File: src/rtl/decoder_round_scheduler.sv
// Decode round scheduler: accepts one round request, pulses new_round_start, waits for result/deadlock/watchdog, emits a tagged record.
// Optional statistics counters are built only when DECODER_SCHED_STATS_EN is defined; otherwise the stat_* ports read 0.
module decoder_round_scheduler #(
  parameter int ROUND_ID_WIDTH          = 16,
  parameter int ITERATION_COUNTER_WIDTH = 8,
  parameter int TIMEOUT_CYCLES          = 65536,
  parameter int STAT_WIDTH              = 32
) (
  input  logic                               clk,
  input  logic                               reset,
  input  logic                               round_valid,
  output logic                               round_ready,
  input  logic [ROUND_ID_WIDTH-1:0]          round_id,
  output logic                               new_round_start,
  input  logic                               result_valid,
  input  logic                               deadlock,
  input  logic                               final_cardinality,
  input  logic [ITERATION_COUNTER_WIDTH-1:0] iteration_counter,
  input  logic [31:0]                        cycle_counter,
  output logic                               out_valid,
  input  logic                               out_ready,
  output logic [ROUND_ID_WIDTH-1:0]          out_round_id,
  output logic                               out_cardinality,
  output logic [ITERATION_COUNTER_WIDTH-1:0] out_iterations,
  output logic [31:0]                        out_cycles,
  output logic [1:0]                         out_status,
  output logic [STAT_WIDTH-1:0]              stat_rounds,
  output logic [STAT_WIDTH-1:0]              stat_deadlocks,
  output logic [STAT_WIDTH-1:0]              stat_timeouts,
  output logic [STAT_WIDTH-1:0]              stat_max_cycles
);

  typedef enum logic [1:0] {S_IDLE, S_START, S_WAIT, S_EMIT} state_t;

  localparam int             WDW     = $clog2(TIMEOUT_CYCLES);
  localparam logic [WDW-1:0] WD_LAST = WDW'(TIMEOUT_CYCLES - 1);

  state_t                             r_state;
  state_t                             w_next;
  logic [WDW-1:0]                     r_wd;
  logic [ROUND_ID_WIDTH-1:0]          r_id;
  logic                               r_card;
  logic [ITERATION_COUNTER_WIDTH-1:0] r_iter;
  logic [31:0]                        r_cyc;
  logic [1:0]                         r_status;
  logic                               w_accept;
  logic                               w_exit;
  logic                               w_handshake;
  logic [1:0]                         w_status;

  always_comb begin
    w_next          = r_state;
    round_ready     = 1'b0;
    new_round_start = 1'b0;
    out_valid       = 1'b0;
    w_exit          = 1'b0;
    w_status        = 2'd0;
    unique case (r_state)
      S_IDLE: begin
        round_ready = 1'b1;
        if (round_valid) w_next = S_START;
      end
      S_START: begin
        new_round_start = 1'b1;
        w_next          = S_WAIT;
      end
      S_WAIT: begin
        // result_valid wins over deadlock, which wins over the watchdog
        if (result_valid) begin
          w_exit   = 1'b1;
          w_status = 2'd0;
        end else if (deadlock) begin
          w_exit   = 1'b1;
          w_status = 2'd1;
        end else if (r_wd == WD_LAST) begin
          w_exit   = 1'b1;
          w_status = 2'd2;
        end
        if (w_exit) w_next = S_EMIT;
      end
      S_EMIT: begin
        out_valid = 1'b1;
        if (out_ready) w_next = S_IDLE;
      end
      default: w_next = S_IDLE;
    endcase
  end

  assign w_accept    = round_valid & round_ready;
  assign w_handshake = out_valid & out_ready;

  always_ff @(posedge clk) begin
    if (reset) begin
      r_state  <= S_IDLE;
      r_wd     <= '0;
      r_id     <= '0;
      r_card   <= 1'b0;
      r_iter   <= '0;
      r_cyc    <= '0;
      r_status <= 2'd0;
    end else begin
      r_state <= w_next;
      if (w_accept) begin
        r_id <= round_id;
        r_wd <= '0;
      end else if (r_state == S_WAIT && !w_exit) begin
        r_wd <= r_wd + 1'b1;
      end
      if (w_exit) begin
        r_card   <= (w_status == 2'd0) ? final_cardinality : 1'b0;
        r_iter   <= iteration_counter;
        r_cyc    <= cycle_counter;
        r_status <= w_status;
      end
    end
  end

  assign out_round_id    = r_id;
  assign out_cardinality = r_card;
  assign out_iterations  = r_iter;
  assign out_cycles      = r_cyc;
  assign out_status      = r_status;

`ifdef DECODER_SCHED_STATS_EN
  localparam logic [STAT_WIDTH-1:0] STAT_MAX = '1;
  localparam int                    CW       = (STAT_WIDTH > 32) ? STAT_WIDTH : 32;

  logic [STAT_WIDTH-1:0] r_rounds;
  logic [STAT_WIDTH-1:0] r_deadlocks;
  logic [STAT_WIDTH-1:0] r_timeouts;
  logic [STAT_WIDTH-1:0] r_max;
  logic [CW-1:0]         w_cyc_ext;
  logic [STAT_WIDTH-1:0] w_cyc_clip;

  // Cycle counts wider than the counter clamp to the saturation value
  assign w_cyc_ext  = CW'(r_cyc);
  assign w_cyc_clip = (w_cyc_ext > CW'(STAT_MAX)) ? STAT_MAX : w_cyc_ext[STAT_WIDTH-1:0];

  always_ff @(posedge clk) begin
    if (reset) begin
      r_rounds    <= '0;
      r_deadlocks <= '0;
      r_timeouts  <= '0;
      r_max       <= '0;
    end else if (w_handshake) begin
      if (r_rounds != STAT_MAX) r_rounds <= r_rounds + 1'b1;
      if (r_status == 2'd1 && r_deadlocks != STAT_MAX) r_deadlocks <= r_deadlocks + 1'b1;
      if (r_status == 2'd2 && r_timeouts != STAT_MAX) r_timeouts <= r_timeouts + 1'b1;
      if (r_status == 2'd0 && w_cyc_clip > r_max) r_max <= w_cyc_clip;
    end
  end

  assign stat_rounds     = r_rounds;
  assign stat_deadlocks  = r_deadlocks;
  assign stat_timeouts   = r_timeouts;
  assign stat_max_cycles = r_max;
`else
  logic w_unused_hs;
  assign w_unused_hs     = w_handshake;
  assign stat_rounds     = '0;
  assign stat_deadlocks  = '0;
  assign stat_timeouts   = '0;
  assign stat_max_cycles = '0;
`endif

endmodule

File: config.mk
export PLATFORM = sky130hd
export DESIGN_NAME = decoder_round_scheduler
export DESIGN_NICKNAME = d
export VERILOG_FILES = /design/src/rtl/decoder_round_scheduler.sv
export SDC_FILE = /design/constraint.sdc
export NUM_CORES = 1
export LEC_CHECK = 0
export BUFFER_PORTS_ARGS = -buffer_cell sky130_fd_sc_hd__buf_4
export CAP_MARGIN = 20
export CELL_PAD_IN_SITES_DETAIL_PLACEMENT = 0
export CELL_PAD_IN_SITES_GLOBAL_PLACEMENT = 1
export CORE_MARGIN = 3
export CORE_UTILIZATION = 31
export CTS_CLUSTER_SIZE = 28
export DETAILED_ROUTE_END_ITERATION = 8
export PLACE_DENSITY = 0.84
export SLEW_MARGIN = 15
export SYNTH_ARGS = -nofsm -noshare
export SYNTH_HDL_FRONTEND = slang
export SYNTH_SLANG_ARGS = --single-unit
File: constraint.sdc
create_clock -name clk -period 2.8 [get_ports clk]
set_clock_uncertainty 0.2 [all_clocks]
set_input_delay 0.14 -clock clk [delete_from_list [all_inputs] [get_ports clk]]
set_output_delay 0.14 -clock clk [all_outputs]
set_load 0.05 [all_outputs]
After elaboration in Yosys (flattened, before gate mapping)

Cells that the tools add are included.

Reduce and logical (&&, ||, !) cells: 6
Eq/ne operators: 7
Mux-type cells: 17
Add/sub/neg operators: 1
Bitwise operators: 1

Operators by type and width:

| operator              | number |
|---|---|
| $add 16x1->16 const B | 1 |
| $eq 16x16->1 const B  | 1 |
| $mux 2                | 7 |
| $mux 1                | 9 |
| $pmux 2 s4            | 1 |
| $eq 2x2->1 const B    | 2 |
| $logic_not 2->1       | 2 |
| $ne 2x2->1 const B    | 2 |
| $reduce_and 3->1      | 1 |
| $eq 2x1->1 const B    | 1 |
| $ne 2x1->1 const B    | 1 |
| $reduce_or 2->1       | 1 |
| $and 1x1->1           | 1 |
| $logic_and 1x1->1     | 1 |
| $logic_not 1->1       | 1 |

Input port bits: 63
Output and inout port bits: 190
Flip-flop bits (word level): 77
Logic and storage cells: 39

Logic depth before layout (Yosys ltp)

Gate-level depths: netlist of the first run.

Depth in word-level cells: 8
Depth in mapped cells: 9
Depth with buffers taken out: 6

Least setup slack after synthesis of the first run

Ideal clock, no wire load.

Kind: reg-to-reg
From: reg r_state[0]
To: reg r_wd[8]
Data required time: 2.530 ns
Buffers on the path: 2
Setup time: 0.070 ns
Slack: 0.534 ns
Arrival: 1.996 ns
Period minus slack after synthesis: 2.266 ns
Cell stages (with the launch flop): 9
Path through: dfxtp_1 > inv_1 > ha_1 > buf_4 > or3b_1 > clkbuf_2 > or3_4 > or4_1 > a21oi_1

Longest elaborated chain between the ends: 4
Elaborated cells on any way between the ends: 8
Classes of those cells: eq/ne: 1; mux: 2; bitwise: 1; reduce/logical: 4

Ends and longest elaborated chain:

| element                                                               | RTL line | source |
|---|---|---|
| start: declaration                                                    | 38       | `state_t r_state;` |
| start signal: assignment                                              | 102      | `r_state <= w_next;` |
| $logic_not 2->1 / $eq 2x2->1 (equally long branches)                  | 58, 106  |  |
| $mux 1                                                                | 58       | `unique case (r_state)` |
| $and 1x1->1 / $logic_not 1->1 (equally long branches)                 | 89, 106  |  |
| $reduce_or 2->1 (no line) / $logic_and 1x1->1 (equally long branches) | n/a      |  |
| end signal: assignment                                                | 107      | `r_wd <= r_wd + 1'b1;` |
| end: declaration                                                      | 40       | `logic [WDW-1:0] r_wd;` |

Parallel ways exist; a longest one is shown, timed or not.
A chain may end at the register's enable or synchronous reset.

Final worst setup path of the first run

From: reg r_state[0]
To: reg r_wd[6]

Same word-level chain as after synthesis.

==> results by group, run 1 <==
Outcome
  – Outcome: complete, no violations

Global routing
  – Overall Global Routing Usage: ~12%
  – Number of global-route vias before repair: 3236
  – Initial antenna violation count: 0
  – First-pass GRT wire length: approximately 16000 µm
  – Largest net degree at the start of global routing: 59
  – Total gr overflow: 0

Setup path
  – CP max stage cell: or3b_1
  – Crit path max-delay family: simple AND/OR/NAND/NOR gates
  – Worst endpoint required time: ~2900 ps
  – WS Path Type: flop to flop
  – Critical path arrival: about 2500 ps
  – Maximum net fanout on the critical path: 9
  – Critical path buffers and inverters: 1
  – Crit path capture type: flop
  – CP Launch Type: flop
  – Largest stage delay, worst path: about 480 ps
  – Crit path cell chain: inv_1 -> ha_1 -> or3b_1 -> or3_4 -> or4_1 -> a21oi_1

Timing
  – Worst Max-Slew Pin Slew: 774.0 ps
  – Setup TNS: 0 ps
  – Unrepaired setup endpoints after global routing: false
  – Final setup fails: 0
  – Final hold vios: 0
  – Max_slew headroom: ~48%
  – Final critical-path required period: between 2000 and 2500 ps
  – Hold Worst Slack: ~53 ps
  – Fin crit share: a little under nine tenths
  – Fmax: between 400 and 500 MHz
  – Max-slew violations: 0

Placement
  – Gpl congestion: ~0.72
  – DP Wirelength: between 6000 and 7000 µm
  – Dpl cells: ~800
  – Port bufs: 124
  – DP Area: a little over 5000 µm²

Clocking
  – TritonCTS Buffers: 9
  – Worst-path clk slew: 60 ps
  – PostCTS Resize Cnt: 0
  – TritonCTS Sinks: 77
  – Worst-Skew Late Latency: ~340 ps
  – Htree depth: 3
  – CTS tree: yes
  – CTS max path bufs: 2
  – Clk root buf: clkbuf_16
  – Postcts setup bufs: 0
  – Hold_buf cts: between 60 and 70

Synth
  – Seq/Total Area, Yosys: 34.14%
  – Synth cell types: 45
  – Yosys top cell by area: dfxtp_1
  – Seq cells post-synth: 77
  – Synth top area share: about 34%
  – Syn avg cell area: roughly 8.8 µm²
  – Asr flop ratio synth: 0%
  – Number of synthesis warnings: 0
  – Largest cells by area after synthesis: dfxtp_1, buf_4, nand2b_1
  – Synthesized cell area: ~4500 µm²
  – Post-Syn Instances: around 510
  – Prevailing post-synth register cell: dfxtp_1
  – Number of flops mapped to enable cells by yosys: 0

Die
  – Row cnt: between 40 and 50
  – Die height: between 100 and 150 µm
  – Starting Density: about a third
  – Die X: roughly 130 µm
  – Full die area: 16050 µm²
  – IO Pins: approximately 250
  – Core box area: 14040 µm²

Drt
  – Initial DRT Pass Iterations: 4
  – Vias/cell: slightly above 4
  – DRT Wirelength: 10170 µm
  – Routed Antenna Nets: 0
  – Wire per inst: between 10 and 15 µm
  – DR DRC count: 0
  – Via count: between 3000 and 4000
  – Drt first-iter violations: 172

Pwr
  – Max VDD drop: between 0.0004 and 0.0005 V
  – PwrDens: 753.0 nW/µm²
  – Leakage: ~2.7 nW

Min path
  – Min-delay worst type: primary input to flop

Layout
  – Final Cell Area: 5983 µm²
  – P&R area growth vs syn: 32.50%
  – Share of cells above drive strength 1: 21.36%
  – Diode count: 0
  – Non-filler cells, final: approximately 870
  – Filler cells: about 1400
  – Total Nets Final: around 760

Flow run
  – Max-Cap Viols: 0
[registers in the layout, indices dropped and copies added, names as in the netlist]
| register | count |
|---|---|
| out_status | 2 |
| out_iterations | 8 |
| r_wd | 16 |
| out_cycles | 32 |
| r_state | 2 |
| out_cardinality | 1 |
| out_round_id | 16 |
[stage by stage]
stage,util [%],power (W),setup slack (ps)
final,42.61,0.004505,393.3
after global placement,36.10,0.003299,421.9
after detailed placement,36.10,0.003306,403.1
after global routing,42.61,0.004727,229.0
after floorplan,-,0.003060,533.9
after CTS,42.61,0.004562,377.7
[placed cells by master, fill, tap and decap left out, types with 6 or more instances in the layout]
| cell | count |
|---|---|
| nand4_1 | 6 |
| buf_4 | 129 |
| dlygate4sd3_1 | 62 |
| a21oi_1 | 25 |
| mux2i_1 | 42 |
| dfxtp_1 | 77 |
| conb_1 | 128 |
| nor2_1 | 6 |
| nand2b_1 | 86 |
| clkbuf_16 | 9 |
| nand2_1 | 47 |
[routing by layer]
metal / vias up / wire [µm] / global-route usage (%)
met3: 13 / 754 / 3.242
met2: 145 / 5118 / 20.80
met5: - / 0 / 0
li1: 1798 / - / -
met4: 0 / 193 / 5.615
met1: 1613 / 4106 / 14.57
[logic make-up (layout without fill, tap and decap cells)]
| group | after synthesis | after routing | synth area share [%] |
|---|---|---|---|
| flops | 77 | 77 | 34.14 |
| fa+ha+maj | 5 | 5 | 1.385 |
| buf+inv | 159 | 213 | 25.60 |
| xor+xnor | 1 | 1 | 0.1940 |
| compound gates | 56 | 56 | 7.925 |
| simple gates | 171 | 171 | 21.36 |
| other cells | 1 | 128 | 0.08305 |
| mux | 42 | 42 | 9.310 |
[final timing paths]
kind                   start               to  slack, ps  depth (start not counted)
max               r_state[0]          r_wd[6]        390                          6
min                    reset  out_round_id[5]         50                          2
max reg2reg       r_state[0]          r_wd[6]        390                          6
min reg2reg  out_round_id[5]  out_round_id[5]        250                          2
[cell type report]
cell class	instances	area (µm²)	share of cell area, %
Sequential cell	77	1541	25.76
Timing Repair Buffer	192	1609	26.89
Clock buffer	10	229.0	3.827
Inverter	5	18.77	0.3137
Multi-Input combinational cell	403	2296	38.37
Clock inverter	6	63.81	1.066
Tap cell	180	225.2	3.764
[where the power goes]
| part | switching [W] | total [W] | internal [W] | leakage [nW] |
|---|---|---|---|---|
| clock network | 0.000465 | 0.00115 | 0.000688 | 0.138 |
| registers | 0.0000897 | 0.00135 | 0.00126 | 0.625 |
| logic | 0.00142 | 0.00200 | 0.000586 | 1.91 |
[cell usage after synthesis, types with 2 or more instances]
library cell,count
o21a_1,2
mux2i_1,42
nand2_1,47
buf_4,129
nand2b_1,86
nand4b_1,2
o31ai_1,4
inv_1,5
or3_1,3
dfxtp_1,77
nor2_1,6
or4_1,4
a41o_1,5
a21oi_1,25
buf_12,4
o21ai_0,5
ha_1,5
nor3_1,3
nand4_1,6
clkbuf_1,18
a31oi_1,5
o311ai_0,2
and3_1,5
Note: power is estimated with default switching activity, not from simulation.
==> inputs of run 2 (changes only) <==
--- a/config.mk
+++ b/config.mk
@@ -10,10 +10,10 @@
 export CELL_PAD_IN_SITES_DETAIL_PLACEMENT = 0
 export CELL_PAD_IN_SITES_GLOBAL_PLACEMENT = 1
 export CORE_MARGIN = 3
-export CORE_UTILIZATION = 31
+export CORE_UTILIZATION = 28
 export CTS_CLUSTER_SIZE = 28
 export DETAILED_ROUTE_END_ITERATION = 8
-export PLACE_DENSITY = 0.84
+export PLACE_DENSITY = 0.8
 export SLEW_MARGIN = 15
 export SYNTH_ARGS = -nofsm -noshare
 export SYNTH_HDL_FRONTEND = slang
==> constraint.sdc (replaced) <==
create_clock -name clk -period 2.2 [get_ports clk]
set_clock_uncertainty 0.2 [all_clocks]
set_input_delay 0.11 -clock clk [delete_from_list [all_inputs] [get_ports clk]]
set_output_delay 0.11 -clock clk [all_outputs]
set_load 0.05 [all_outputs]
==> run 2 against run 1 <==
Effect of this change: maximum frequency rose by 13%; critical endpoint unchanged; worst hold slack got worse by 22 ps; worst setup slack got worse by 330 ps; clock-buffer cell count rose by 1; highest routed layer unchanged; sequential power rose by 27%; utilization fell by 2.6 points; largest power group unchanged; cell count rose by 5.6%; via count rose by 2.5%; power rose by 29%.
==> results by group, run 2 (synthesized netlist as in run 1, its figures left out) <==
Outcome
  – Outcome: complete, no violations

Setup path
  – WS Path Type: flop to flop
  – Reg2reg start: r_state[0]
  – Crit path capture type: flop
  – Reg-to-Reg End: r_wd[6]
  – Critical path arrival: 2200 ps (-270 ps)
  – Setup crit start: r_state[0]
  – Worst reg2reg setup slack: 70 ps (-330 ps)
  – Worst endpoint required time: 2270 ps (-590 ps)
  – Maximum net fanout on the critical path: 6 (-3)
  – CP Launch Type: flop
  – Reg2Reg Depth: 6 (unchanged)

Pwr
  – Logic pwr share: 45.6% (+1.1 points)
  – Int Pwr: 0.003219 W (+27%)
  – Max VDD drop: 0.0004738 V (-4.6%)
  – Switch Pwr: 0.002590 W (+31%)
  – Leakage: 2.779 nW (+4.1%)
  – Sequential share of power: 29.6% (-0.3 points)
  – Total power: 0.005810 W (+29%)
  – PwrDens: 937.9 nW/µm² (+25%)
  – Clock network power share: 24.8% (-0.8 points)
  – Switching share of total power: 44.59% (+0.79 points)

Die
  – IO Pins: 253 (unchanged)
  – Full die area: 17690 µm² (+10%)
  – Starting Density: 29.16% (-3.0 points)
  – Core box area: 15480 µm² (+10%)
  – Die height: 133.0 µm (+5.0%)
  – Die X: 133.0 µm (+5.0%)
  – Row cnt: 45 (+4.7%)

Placement
  – DP Wirelength: 7333 µm (+5.6%)
  – Port bufs: 124 (unchanged)
  – Gpl congestion: 0.6940 (-4.2%)
  – Pre-CTS WS: 57.56 ps (-345.5 ps)

Global routing
  – Total gr overflow: 0 (unchanged)
  – Number of global-route vias before repair: 3218 (-0.56%)
  – First-pass GRT wire length: 16310 µm (+1.7%)
  – Initial antenna violation count: 0 (unchanged)
  – Largest net degree at the start of global routing: 55 (-6.8%)
  – Overall Global Routing Usage: 11.28% (-1.0 points)

Min path
  – Min-delay worst type: primary input to flop
  – Min-Delay Path Depth: 2 (unchanged)
  – Hold Path Sink: out_round_id[6]
  – Origin of the worst min-delay path: reset

Timing
  – Fin crit share: 96.97% (+11 points)
  – Setup TNS: 0 ps (unchanged)
  – Fmax: 468.7 MHz (+13%)
  – Final hold vios: 0 (unchanged)
  – Unrepaired setup endpoints after global routing: false
  – Max-slew violations: 0 (unchanged)
  – Final setup fails: 0 (unchanged)
  – Final critical-path required period: 2133 ps (-273.3 ps)
  – Final Worst Setup Slack: 66.57 ps (-326.7 ps)

Clocking
  – Worst-path clk slew: 70 ps (about the same)
  – TritonCTS Buffers: 9 (unchanged)
  – CTS tree: yes
  – TritonCTS Sinks: 77 (unchanged)
  – Htree depth: 3 (unchanged)
  – Clk root buf: clkbuf_16
  – CTS max path bufs: 2 (unchanged)
  – Worst-Skew Late Latency: 340 ps (about the same)

Drt
  – DR DRC count: 0 (unchanged)
  – Wire per inst: 11.54 µm (-0.99%)
  – Vias/cell: 3.967 (-3.0%)
  – DRT Wirelength: 10640 µm (+4.6%)
  – Drt first-iter violations: 96 (-44%)
  – Via count: 3658 (+2.5%)
  – Initial DRT Pass Iterations: 4 (unchanged)
  – Routed Antenna Nets: 0 (unchanged)

Layout
  – Total Nets Final: 774 (+2.4%)
  – Most frequent cells in the layout: buf_4, conb_1, nand2b_1
  – Leading cell type in the layout, fill and taps excluded: buf_4
  – Largest register FFs: 32 (unchanged)
  – Filler cells: 1557 (+11%)
  – P&R area growth vs syn: 37.18%
  – Share of cells above drive strength 1: 24.19% (+2.8 points)
  – Diode count: 0 (unchanged)

Flow run
  – Max-Cap Viols: 0 (unchanged)
## run 2: worst max path at each step
stage	cells past startpoint	slack, ps	endpoint
2_1_floorplan	8	-40	r_wd[8]
3_3_place_gp	6	80	r_wd[6]
3_5_place_dp	6	60	r_wd[6]
4_1_cts	6	40	r_wd[6]
5_1_grt	6	4	r_wd[6]
6_report	6	70	r_wd[6]
## run 2: repair_timing
item | in CTS | in global routing
hold buffers | 62 | 0
setup endpoints to repair | 0 | 11
buffers inserted | 0 | 2
endpoints found under the hold margin | 60 | 0
resized for setup | 0 | 7
## run 2: critical path: stages (launching register included)
cell,delay (ps)
dfxtp_1,340
inv_2,100
ha_4,150
or3b_1,360
or3_4,370
or4_1,410
a21oi_1,130
## run 2: through the flow
stage	instances	utilization (%)	instance area, µm²	hold slack (ps)
2_1_floorplan	639	-	5001	46.05
3_3_place_gp	841	33.83	5239	162.6
3_5_place_dp	841	33.83	5239	167.7
4_1_cts	919	39.68	6143	18.62
5_1_grt	922	40.01	6195	42.10
6_report	922	40.01	6195	30.75
## run 2: area by class of cell
class	instances	area, µm²	share of cell area, %
multi-input combinational	403	2327	37.57
timing repair buffer	210	1758	28.38
sequential	77	1543	24.90
tap	211	264.0	4.262
clock buffer	11	242.7	3.918
clock inverter	5	41.29	0.6665
inverter	5	18.77	0.3030
## run 2: layer usage
metal	up-vias	part of all wire (%)	GRT usage, %
met5	-	0	0
met4	0	1.6	4.446
met3	12	6.5	3.080
met2	138	51	19.50
met1	1670	41	13.23
li1	1838	-	-
## run 2: power by group through the flow
stage | Sequential [W] | Combinational [W] | Clock [W]
global route | 0.00175 | 0.00280 | 0.00155
CTS | 0.00172 | 0.00266 | 0.00150
finish | 0.00172 | 0.00265 | 0.00144
global placement | 0.00174 | 0.00256 | 0
floorplan | 0.00236 | 0.00155 | 0
detailed placement | 0.00174 | 0.00255 | 0
==> inputs of run 3 (changes only) <==
--- a/config.mk
+++ b/config.mk
@@ -13,7 +13,7 @@
 export CORE_UTILIZATION = 28
 export CTS_CLUSTER_SIZE = 28
 export DETAILED_ROUTE_END_ITERATION = 8
-export PLACE_DENSITY = 0.8
+export PLACE_DENSITY = 0.82
 export SLEW_MARGIN = 15
 export SYNTH_ARGS = -nofsm -noshare
 export SYNTH_HDL_FRONTEND = slang
==> run 3 against run 2 <==
Effect of this change: worst setup slack better by 18 ps; non-clock buffer count is 9 higher; via count is 0.96% higher; critical path type unchanged; register-to-register slack better by 20 ps; sequential power hardly changed; design area is 2.0% higher; clock power is 3% higher.
==> results by group, run 3 (synthesized netlist as in run 1, its figures left out) <==
Outcome
  – Outcome: complete, no violations

Die
  – Die X: 133.0 µm (unchanged)
  – IO Pins: 253 (unchanged)
  – Core box area: 15480 µm² (unchanged)
  – Row cnt: 45 (unchanged)
  – Starting Density: 29.16% (unchanged)
  – Full die area: 17690 µm² (unchanged)
  – Die height: 133.0 µm (unchanged)

Timing
  – Final critical-path required period: 2115 ps (-18.01 ps)
  – Max-slew violations: 0 (unchanged)
  – Fmax: 472.7 MHz (+0.85%)
  – Max_slew headroom: 61.29%
  – Final hold vios: 0 (unchanged)
  – Final setup fails: 0 (unchanged)
  – Final Worst Setup Slack: 84.59 ps (+18.01 ps)
  – Unrepaired setup endpoints after global routing: false
  – Fin crit share: 96.16% (-0.82 points)
  – Worst Max-Slew Pin Slew: a little under 600 ps

Setup path
  – Reg2reg start: r_state[0]
  – CP endpoint: r_wd[8]
  – Maximum net fanout on the critical path: 6 (unchanged)
  – Setup crit start: r_state[0]
  – Worst endpoint required time: 2270 ps (about the same)
  – CP max stage cell: or4_4
  – CP Launch Type: flop
  – Crit path cell chain: inv_2 -> ha_4 -> or3b_4 -> or3_4 -> or4_4 -> a21oi_2
  – Critical path arrival: 2180 ps (-20 ps)
  – Largest stage delay, worst path: 430 ps (+20 ps)
  – Reg2Reg Depth: 6 (unchanged)
  – WS Path Type: flop to flop
  – Worst reg2reg setup slack: 80 ps (+20 ps)
  – Reg-to-Reg End: r_wd[8]
  – Crit path capture type: flop

Global routing
  – Largest net degree at the start of global routing: 81 (+47%)
  – Overall Global Routing Usage: 11.56% (+0.28 points)
  – Initial antenna violation count: 0 (unchanged)
  – First-pass GRT wire length: 16680 µm (+2.2%)
  – Total gr overflow: 0 (unchanged)
  – Number of global-route vias before repair: 3428 (+6.5%)

Clocking
  – CTS tree: yes
  – CTS max path bufs: 2 (unchanged)
  – TritonCTS Buffers: 9 (unchanged)
  – Worst-path clk slew: 60 ps (about the same)
  – Htree depth: 3 (unchanged)
  – Worst-Skew Late Latency: 340 ps (about the same)
  – Clk root buf: clkbuf_16
  – TritonCTS Sinks: 77 (unchanged)

Placement
  – Port bufs: 124 (unchanged)
  – Gpl congestion: 0.7549 (+8.8%)
  – Pre-CTS WS: 54.25 ps (-3.308 ps)
  – DP Wirelength: 7460 µm (+1.7%)
  – Dpl cells: 839 (-0.24%)

Drt
  – DRT Wirelength: 10860 µm (+2.1%)
  – Routed Antenna Nets: 0 (unchanged)
  – DR DRC count: 0 (unchanged)
  – Wire per inst: 11.67 µm (+1.1%)
  – Via count: 3693 (+0.96%)
  – Drt first-iter violations: 86 (-10%)
  – Vias/cell: 3.967 (about the same)
  – Initial DRT Pass Iterations: 4 (unchanged)

Layout
  – Non-filler cells, final: 931 (+0.98%)
  – Share of cells above drive strength 1: 23.89% (-0.30 points)
  – Total Nets Final: 783 (+1.2%)
  – Diode count: 0 (unchanged)
  – P&R area growth vs syn: 39.87%
  – Largest register FFs: 32 (unchanged)
  – Most frequent cells in the layout: buf_4, conb_1, nand2b_1
  – Leading cell type in the layout, fill and taps excluded: buf_4

Flow run
  – Max-Cap Viols: 0 (unchanged)

Pwr
  – PwrDens: 939.5 nW/µm² (+0.17%)
  – Leakage: 2.860 nW (+2.9%)
  – Max VDD drop: 0.0004275 V (-9.8%)

Min path
  – Min-delay worst type: primary input to flop
==> run 3: how the worst min path moves through the flow <==
stage | from | to | cells past startpoint
final | round_valid | r_wd[3] | 4
after global routing | round_valid | r_wd[3] | 4
after CTS | round_valid | r_wd[3] | 4
after detailed placement | round_id[9] | out_round_id[9] | 3
after global placement | round_id[6] | out_round_id[6] | 3
after floorplan | round_id[0] | out_round_id[0] | 2
==> run 3: final cells by class <==
cell class	instances	area (µm²)
clock buffer	12	246.5
clock inverter	4	47.55
fill	1534	9168
inverter	5	18.77
multi-input combinational	403	2346
sequential	77	1544
tap	211	264.0
timing repair buffer	219	1849
==> run 3: per-stage QoR <==
step,cell area [µm²],setup TNS (ps),hold slack [ps],total power [W],utilization (%)
finish,6316,0,55.71,0.005934,40.79
global route,6316,0,75.38,0.006215,40.79
CTS,6246,0,48.76,0.005967,40.34
detailed placement,5211,0,167.1,0.004298,33.66
global placement,5211,0,164.1,0.004290,33.66
floorplan,5001,-79.01,46.05,0.003913,-
==> run 3: worst max-delay path, delay by kind of cell, from the launching register on <==
kind                     cells  cell delay [ps]
AND/OR/NAND/NOR              3             1160
AO/OA/AOI/OAI                1              120
adder cells (fa/ha/maj)      1              150
buffers and inverters        1               90
flip-flops                   1              330
==> run 3: timing repair <==
item | in CTS | in global routing
setup buffers | 0 | 1
hold buffers | 74 | 0
endpoints found under the setup margin | 0 | 49
hold endpoints to repair | 60 | 0
resized for setup | 0 | 11
==> run 3: per-layer routing <==
layer / share of wire (%) / GRT usage [%]
met2: 51 / 20.06
met1: 40 / 13.41
met3: 6.6 / 3.194
met4: 1.7 / 4.677
met5: 0 / 0
==> run 3: power breakdown <==
group / internal [W] / leakage (nW) / switching [W] / total, W
registers: 0.00161 / 0.625 / 0.000115 / 0.00172
clock network: 0.000906 / 0.143 / 0.000582 / 0.00149
logic: 0.000869 / 2.09 / 0.00186 / 0.00273
total: 0.00338 / 2.86 / 0.00255 / 0.00593
